$ cat src/rtl/gsr_pur_pkg.sv
// Shared types, default parameter values and counter sizing for the global reset-net generator.
package gsr_pur_pkg;

  typedef enum logic [1:0] {
    PWR_UP   = 2'd0,
    RUN      = 2'd1,
    GSR_HOLD = 2'd2
  } state_e;

  localparam int SYNC_STAGES_DEF    = 2;
  localparam int PUR_CYCLES_DEF     = 16;
  localparam int GSR_MIN_CYCLES_DEF = 4;

  // Bits needed to count 0..max_val, never less than one.
  function automatic int cnt_width(input int max_val);
    return (max_val < 1) ? 1 : $clog2(max_val + 1);
  endfunction

endpackage

$ cat src/rtl/sync_chain.sv
// N-stage flop synchronizer with async active-low clear. Tie d_i high for reset-release use,
// or feed an asynchronous level for plain level synchronization.
module sync_chain #(
  parameter int STAGES = 2
) (
  input  logic clk,
  input  logic rst_n,
  input  logic d_i,
  output logic q_o
);

  logic [STAGES-1:0] sync_q;
  logic [STAGES-1:0] sync_d;

  always_comb begin
    sync_d    = sync_q << 1;
    sync_d[0] = d_i;
  end

  always_ff @(posedge clk or negedge rst_n) begin
    if (!rst_n) sync_q <= '0;
    else        sync_q <= sync_d;
  end

  assign q_o = sync_q[STAGES-1];

endmodule

$ cat src/rtl/gsr_pur_gen.sv
// Drives active-low GSRNET/PURNET after power-up and on user global-reset requests.
// Define GSR_STRETCH_EN to enforce a minimum GSRNET low width of GSR_MIN_CYCLES.
module gsr_pur_gen
  import gsr_pur_pkg::*;
#(
  parameter int SYNC_STAGES    = SYNC_STAGES_DEF,
  parameter int PUR_CYCLES     = PUR_CYCLES_DEF,
  parameter int GSR_MIN_CYCLES = GSR_MIN_CYCLES_DEF
) (
  input  logic SCLK,
  input  logic RSTN,
  input  logic GSR_REQ_N,
  output logic GSRNET,
  output logic PURNET,
  output logic SRN,
  output logic READY
);

  localparam int            PW      = cnt_width(PUR_CYCLES);
  localparam logic [PW-1:0] PUR_MAX = PW'(PUR_CYCLES);

  if (SYNC_STAGES < 2) begin : g_bad_sync
    $error("SYNC_STAGES must be at least 2");
  end
  if (GSR_MIN_CYCLES < 1) begin : g_bad_min
    $error("GSR_MIN_CYCLES must be at least 1");
  end

  logic rel;
  logic req_act;

  // The FSM state register acts as the last stage of the reset-release synchronizer,
  // so PURNET can rise on edge SYNC_STAGES+PUR_CYCLES.
  sync_chain #(.STAGES(SYNC_STAGES - 1)) u_rst_sync (
    .clk   (SCLK),
    .rst_n (RSTN),
    .d_i   (1'b1),
    .q_o   (rel)
  );

  // Request carried active-high so cleared flops mean "no request" after reset.
  sync_chain #(.STAGES(SYNC_STAGES)) u_req_sync (
    .clk   (SCLK),
    .rst_n (RSTN),
    .d_i   (~GSR_REQ_N),
    .q_o   (req_act)
  );

  state_e        state_q, state_d;
  logic [PW-1:0] pur_cnt_q, pur_cnt_d;
  logic          gsr_q, gsr_d;
  logic          pur_q, pur_d;
  logic          srn_q, srn_d;
  logic          ready_q, ready_d;
  logic          hold_done;

`ifdef GSR_STRETCH_EN
  localparam int            HW       = cnt_width(GSR_MIN_CYCLES - 1);
  localparam logic [HW-1:0] HOLD_MAX = HW'(GSR_MIN_CYCLES - 1);

  logic [HW-1:0] hold_q, hold_d;

  always_comb begin
    hold_d = hold_q;
    if (state_d == GSR_HOLD && state_q != GSR_HOLD) hold_d = '0;
    else if (state_q == GSR_HOLD && hold_q != HOLD_MAX) hold_d = hold_q + 1'b1;
  end

  always_ff @(posedge SCLK or negedge RSTN) begin
    if (!RSTN) hold_q <= '0;
    else       hold_q <= hold_d;
  end

  assign hold_done = (hold_q == HOLD_MAX);
`else
  assign hold_done = 1'b1;
`endif

  always_comb begin
    state_d   = state_q;
    pur_cnt_d = pur_cnt_q;
    gsr_d     = gsr_q;
    pur_d     = pur_q;
    case (state_q)
      PWR_UP: begin
        if (rel) begin
          if (pur_cnt_q == PUR_MAX) begin
            pur_d   = 1'b1;
            gsr_d   = !req_act;
            state_d = req_act ? GSR_HOLD : RUN;
          end else begin
            pur_cnt_d = pur_cnt_q + 1'b1;
          end
        end
      end
      RUN: begin
        if (req_act) begin
          gsr_d   = 1'b0;
          state_d = GSR_HOLD;
        end
      end
      GSR_HOLD: begin
        if (!req_act && hold_done) begin
          gsr_d   = 1'b1;
          state_d = RUN;
        end
      end
      default: state_d = PWR_UP;
    endcase
    srn_d   = gsr_d & pur_d;
    ready_d = gsr_d & pur_d;
  end

  always_ff @(posedge SCLK or negedge RSTN) begin
    if (!RSTN) begin
      state_q   <= PWR_UP;
      pur_cnt_q <= '0;
      gsr_q     <= 1'b0;
      pur_q     <= 1'b0;
      srn_q     <= 1'b0;
      ready_q   <= 1'b0;
    end else begin
      state_q   <= state_d;
      pur_cnt_q <= pur_cnt_d;
      gsr_q     <= gsr_d;
      pur_q     <= pur_d;
      srn_q     <= srn_d;
      ready_q   <= ready_d;
    end
  end

  assign GSRNET = gsr_q;
  assign PURNET = pur_q;
  assign SRN    = srn_q;
  assign READY  = ready_q;

endmodule

$ cat config.mk
export PLATFORM = sky130hd
export DESIGN_NAME = gsr_pur_gen
export DESIGN_NICKNAME = d
export VERILOG_FILES = /design/src/rtl/gsr_pur_pkg.sv /design/src/rtl/sync_chain.sv /design/src/rtl/gsr_pur_gen.sv
export SDC_FILE = /design/constraint.sdc
export NUM_CORES = 1
export LEC_CHECK = 0
export CAP_MARGIN = 20
export CORE_MARGIN = 2
export CORE_UTILIZATION = 46
export DETAILED_ROUTE_END_ITERATION = 10
export PLACE_DENSITY = 0.67
export SYNTH_ARGS = -nofsm -noshare
export SYNTH_HDL_FRONTEND = slang
export SYNTH_SLANG_ARGS = --single-unit
$ cat constraint.sdc
create_clock -name SCLK -period 1.35 [get_ports SCLK]
set_input_delay 0.2025 -clock SCLK [delete_from_list [all_inputs] [get_ports SCLK]]
set_output_delay 0.2025 -clock SCLK [all_outputs]
set_load 0.02 [all_outputs]
After elaboration in Yosys (flattened, before gate mapping)
Cells that the tools add are included.
{"block": "op_classes", "addsub": 1, "n_mul": 0, "n_div": 0, "magnitude_cmp": 0, "n_eq_ne": 7, "shifts": 0, "mux": 14, "bitwise_logic": 3, "n_reduce_logical": 4}
{"operator": "2-to-1 mux 2 bit", "n": 5}
{"operator": "2-to-1 mux 1 bit", "n": 7}
{"operator": "one-hot mux 2 bit (3 select lines)", "n": 1}
{"operator": "adder 5 x 1 -> 5 bit, second input constant", "n": 1}
{"operator": "equality test 5 bit, second input constant", "n": 1}
{"operator": "!= test 2 x 1 -> 1 bit, second input constant", "n": 2}
{"operator": "!= test 2 bit, second input constant", "n": 2}
{"operator": "AND reduction 4 bit", "n": 1}
{"operator": "one-hot mux 1 bit (3 select lines)", "n": 1}
{"operator": "AND reduction 3 bit", "n": 1}
{"operator": "equality test 2 x 1 -> 1 bit, second input constant", "n": 1}
{"operator": "equality test 2 bit, second input constant", "n": 1}
{"operator": "zero test 2 bit", "n": 1}
{"operator": "inverter 1 bit", "n": 2}
{"operator": "AND 1 bit", "n": 1}
{"operator": "zero test 1 bit", "n": 1}
{"block": "totals", "ff_bits": 13, "latchBits": 0, "ramBits": 0, "mem_bits_ro": 0, "inputBits": 3, "out_inout_bits": 4, "wordCells": 36, "mem_count": 0}

Logic depth before layout (Yosys ltp)
{"block": "logic_depth", "depth_word": 5, "ltp_mapped": 5}

Cells and area by module
From an unflattened synthesis, not the netlist that was laid out.
{"block": "hier_totals", "cells_unflattened": 52, "hier_area_um2": 600.6}
{"mod": "gsr_pur_gen", "instances": 1, "cells_each": 49, "area_per_inst_um2": 525.5}
{"mod": "sync_chain (u_req_sync)", "instances": 1, "cells_each": 2, "area_per_inst_um2": 50.0}
{"mod": "sync_chain (u_rst_sync)", "instances": 1, "cells_each": 1, "area_per_inst_um2": 25.0}

Worst setup path before layout
OpenSTA, ideal clock, no wires.
{"block": "synth_timing", "kind": "register -> register", "start": "register pur_cnt_q[0]", "end": "register state_q[0]", "arrival_time_ns": 1.210, "slack_ns": 0.005, "path_stages_with_launch": 6, "n_path_buf": 0, "period_less_slack_ns": 1.345, "cell_sequence": "dfrtp_1 -> inv_1 -> ha_1 -> and4bb_2 -> a211oi_1 -> a211oi_1"}
{"block": "synth_between", "elab_chain_len": 3}
{"item": "start: declaration", "line": "gsr_pur_gen.sv:50", "text": "logic [PW-1:0] pur_cnt_q, pur_cnt_d;"}
{"item": "start signal: assignment", "line": "gsr_pur_gen.sv:124", "text": "pur_cnt_q <= pur_cnt_d;"}
{"item": "equality test 5 bit", "line": "gsr_pur_gen.sv:87", "text": "if (pur_cnt_q == PUR_MAX) begin"}
{"item": "!= test 2 bit (no line)"}
{"item": "AND reduction 4 bit (no line)"}
{"item": "end signal: assignment", "line": "gsr_pur_gen.sv:123", "text": "state_q <= state_d;"}
{"item": "end: declaration", "line": "gsr_pur_gen.sv:49", "text": "state_e state_q, state_d;"}
No other way between the ends.
A chain may end at the register's enable or synchronous reset.

Final worst setup path
{"block": "layout_timing", "start": "register pur_cnt_q[0]", "end": "register pur_cnt_q[2]"}
{"block": "layout_between", "elab_chain_len": 3}
{"item": "parallel branches: the longest is 3 deep, another holds adder 5 x 1 -> 5 bit"}
Several ways; the timed one is not identified.

==> impl_metrics.yaml <==
status:
  status: "finished, violations left"
  violations: "setup timing"
die:
  die-area_um2: 1650
  core-area_um2: 1270
  die_h_um: 40.6
  io_pins: 7
  initial_core_util_pct: 48.5
  dieWidth_um: 40.6
  core.rowCount: 13
power:
  post-layout-total-power_mw: 1.61
  p_leak_nw: 0.372
  vdd_ir_drop_max_uv: 1190
  power_density_nw_per_um2: 2080
synth:
  yosys.area.top_type: "dfrtp_1"
  synth_compound_area_share_pct: 11.6
  syn-cell-area_um2: 616
  synth_most_common_cell: "dfrtp_1"
  ys_top_cells_by_count: "dfrtp_1, inv_1, a211oi_1, xnor2_1"
  syn-mean-instance-area_um2: 12.1
  yosysSeqAreaShare_pct: 52.8
  synth.area.mux_share_pct: 5.89
  synthTopCellsByArea: "dfrtp_1, a211oi_1, xnor2_1, ha_1, inv_1"
  synth_warnings: 0
  yosys.area_share.simple_pct: 14.6
  yosysTopAreaCellShare_pct: 52.8
  synth_adder_area_share_pct: 4.07
  synth_edf_count: 0
  ys_async_sr_fraction_pct: 100
  synth_flop_cell: "dfrtp_1"
  synth-seq-cells: 13
  synth_top_family_by_area: "simple AND/OR/NAND/NOR gates"
  synthCells: 51
  synth-xor-area-share_pct: 4.27
  ys_types: 26
  synth_nets: 56
place:
  place_hpwl_um: 776
  io_buffer_count: 6
  routabilityCongestion: 0.819
  dp.cells: 77
  dp_slack_ps: -8.84
cts:
  cts_buffer_depth: 2
  path_clk_slew_ps: 80
  numCtsBuffers: 3
  hold_buffers: 0
  cts.htree.levels: 1
  cts_tree: "done"
  cts_root_buf: "clkbuf_4"
  cts.sink_count: 13
  clock_latency_ps: 270
final_layout:
  final_cells: 82
  fillers: 105
  final_util_pct: 61.1
  fin_nets: 73
  layout-drive-gt1-share_pct: 29.9
  diodes: 0
  areaGrowthSynthToFinish_pct: 26.0
critical_path:
  r2r_end: "pur_cnt_q[2]$_DFFE_PN0P_"
  end_kind: "flip-flop"
  cp_max_fo: 4
  cp_slowest_stage_delay_ps: 380
  rrSetupSlack_ps: -30
  cp_cell_sequence: "inv_1, ha_2, and4bb_2, nor2_2, mux2_4"
  worst_setup_path_start_kind: "flip-flop"
  slowest_stage: "dfrtp_1"
  required_ps: 1510
  path_class: "flip-flop to flip-flop"
  rr_worst_depth: 5
  reg2reg_from: "pur_cnt_q[0]$_DFFE_PN0P_"
  worstPathArrival_ps: 1530
timing:
  hold_viol_final: 0
  fin_setup_tns_ps: -57.0
  rsz0062_at_grt: "yes"
  fmax_ghz: 0.725
  layout_min_cycle_time_ps: 1380
  fin_worst_skew_ps: 8.69
  finalSetupViolCount: 2
  finalMaxSlewViolations: 0
  layout_setup_ws_ps: -28.7
  min_period_over_period_pct: 102
route:
  wl_per_cell_um: 13.4
  via_per_inst: 5.20
  drc: 0
  antenna_left: 0
  first_pass_iters: 3
  wirelength_um: 1100
  dr.first_iter.drc_count: 4
  routed-via-count: 426
global_route:
  first_global_vias: 409
  track_usage_pct: 17.5
  antenna_found_initial: 0
  grt_pass1_wl_um: 1760
  gr-total-overflow: 0
  grt_max_degree: 14
flow_run:
  maxCapViolCount: 0
hold_path:
  holdCritPathClass: "primary input to async pin"
[through the flow]
step | instance area (um2) | hold WS [ps]
2_1_floorplan | 616 | -93.1
3_3_place_gp | 728 | 335
3_5_place_dp | 728 | 341
4_1_cts | 754 | 228
5_1_grt | 776 | 246
6_report | 776 | 221
[placed cells by master (no fill, tap or decap), types with 2 or more instances in the layout]
cell,Yosys,final
a211oi_1,4,2
mux2_4,1,2
clkbuf_4,0,3
inv_1,5,5
a211oi_2,0,2
xnor2_1,3,3
clkdlybuf4s50_1,0,2
buf_4,1,8
dlygate4sd2_1,0,4
nand2_1,2,2
nand4_1,2,2
dfrtp_1,13,13
[registers in the layout, indices dropped and copies added (netlist names)]
signal,cells
READY,1
u_rst_sync.q_o,1
GSRNET,1
u_req_sync.sync_q,2
state_q,2
PURNET,1
pur_cnt_q,5
[worst max-delay path by stage]
stage / from / depth (start not counted) / to
after floorplan: pur_cnt_q[0]$_DFFE_PN0P_ / 5 / state_q[0]$_DFFE_PN0P_
after global placement: pur_cnt_q[0]$_DFFE_PN0P_ / 5 / state_q[0]$_DFFE_PN0P_
after detailed placement: pur_cnt_q[0]$_DFFE_PN0P_ / 5 / state_q[1]$_DFFE_PN0P_
after CTS: pur_cnt_q[0]$_DFFE_PN0P_ / 5 / pur_cnt_q[2]$_DFFE_PN0P_
after global routing: pur_cnt_q[0]$_DFFE_PN0P_ / 5 / pur_cnt_q[2]$_DFFE_PN0P_
final: pur_cnt_q[0]$_DFFE_PN0P_ / 5 / pur_cnt_q[2]$_DFFE_PN0P_
[power by group]
group | switching [mW] | total [mW] | internal [mW]
Combinational | 0.332 | 0.725 | 0.393
Clock | 0.125 | 0.239 | 0.114
Sequential | 0.127 | 0.651 | 0.524
Total | 0.583 | 1.61 | 1.03
[area by class of cell]
| type | count | area [um2] | area share [%] |
|---|---|---|---|
| Clock buffer | 4 | 26.3 | 3.39 |
| Inverter | 5 | 18.8 | 2.42 |
| Multi-Input combinational cell | 31 | 272 | 35.0 |
| Sequential cell | 13 | 325 | 41.9 |
| Tap cell | 15 | 18.8 | 2.42 |
| Timing Repair Buffer | 14 | 115 | 14.8 |
[metal layers]
layer | GRT usage (%) | vias up | wire (um)
met2 | 23.8 | 7 | 520
met3 | 5.00 | 2 | 24
met5 | 0 | - | 0
li1 | - | 211 | -
met1 | 24.4 | 206 | 546
met4 | 10.0 | 0 | 5
[repair_timing]
item                       4_1_cts  5_1_grt
resized for setup                5        4
setup buffers                    0        1
setup endpoints to repair        6        4
pin swaps                        0        2
[worst max-delay path: cells and delay by family, from the launching register on]
family	cells	cell delay (ps)
adders and majority gates	1	180
DFF	1	380
muxes	1	270
buffers and inverters	1	80
and+or+nand+nor	2	360
[cell families after synthesis]
group                      count (synthesis)
buffers and inverters                      7
muxes                                      3
adders and majority gates                  2
xor gates and xnor gates                   3
DFF                                       13
AOI/OAI and AO/OA                         10
other                                      1
and+or+nand+nor                           12
Power figures use the tool's default switching activity.
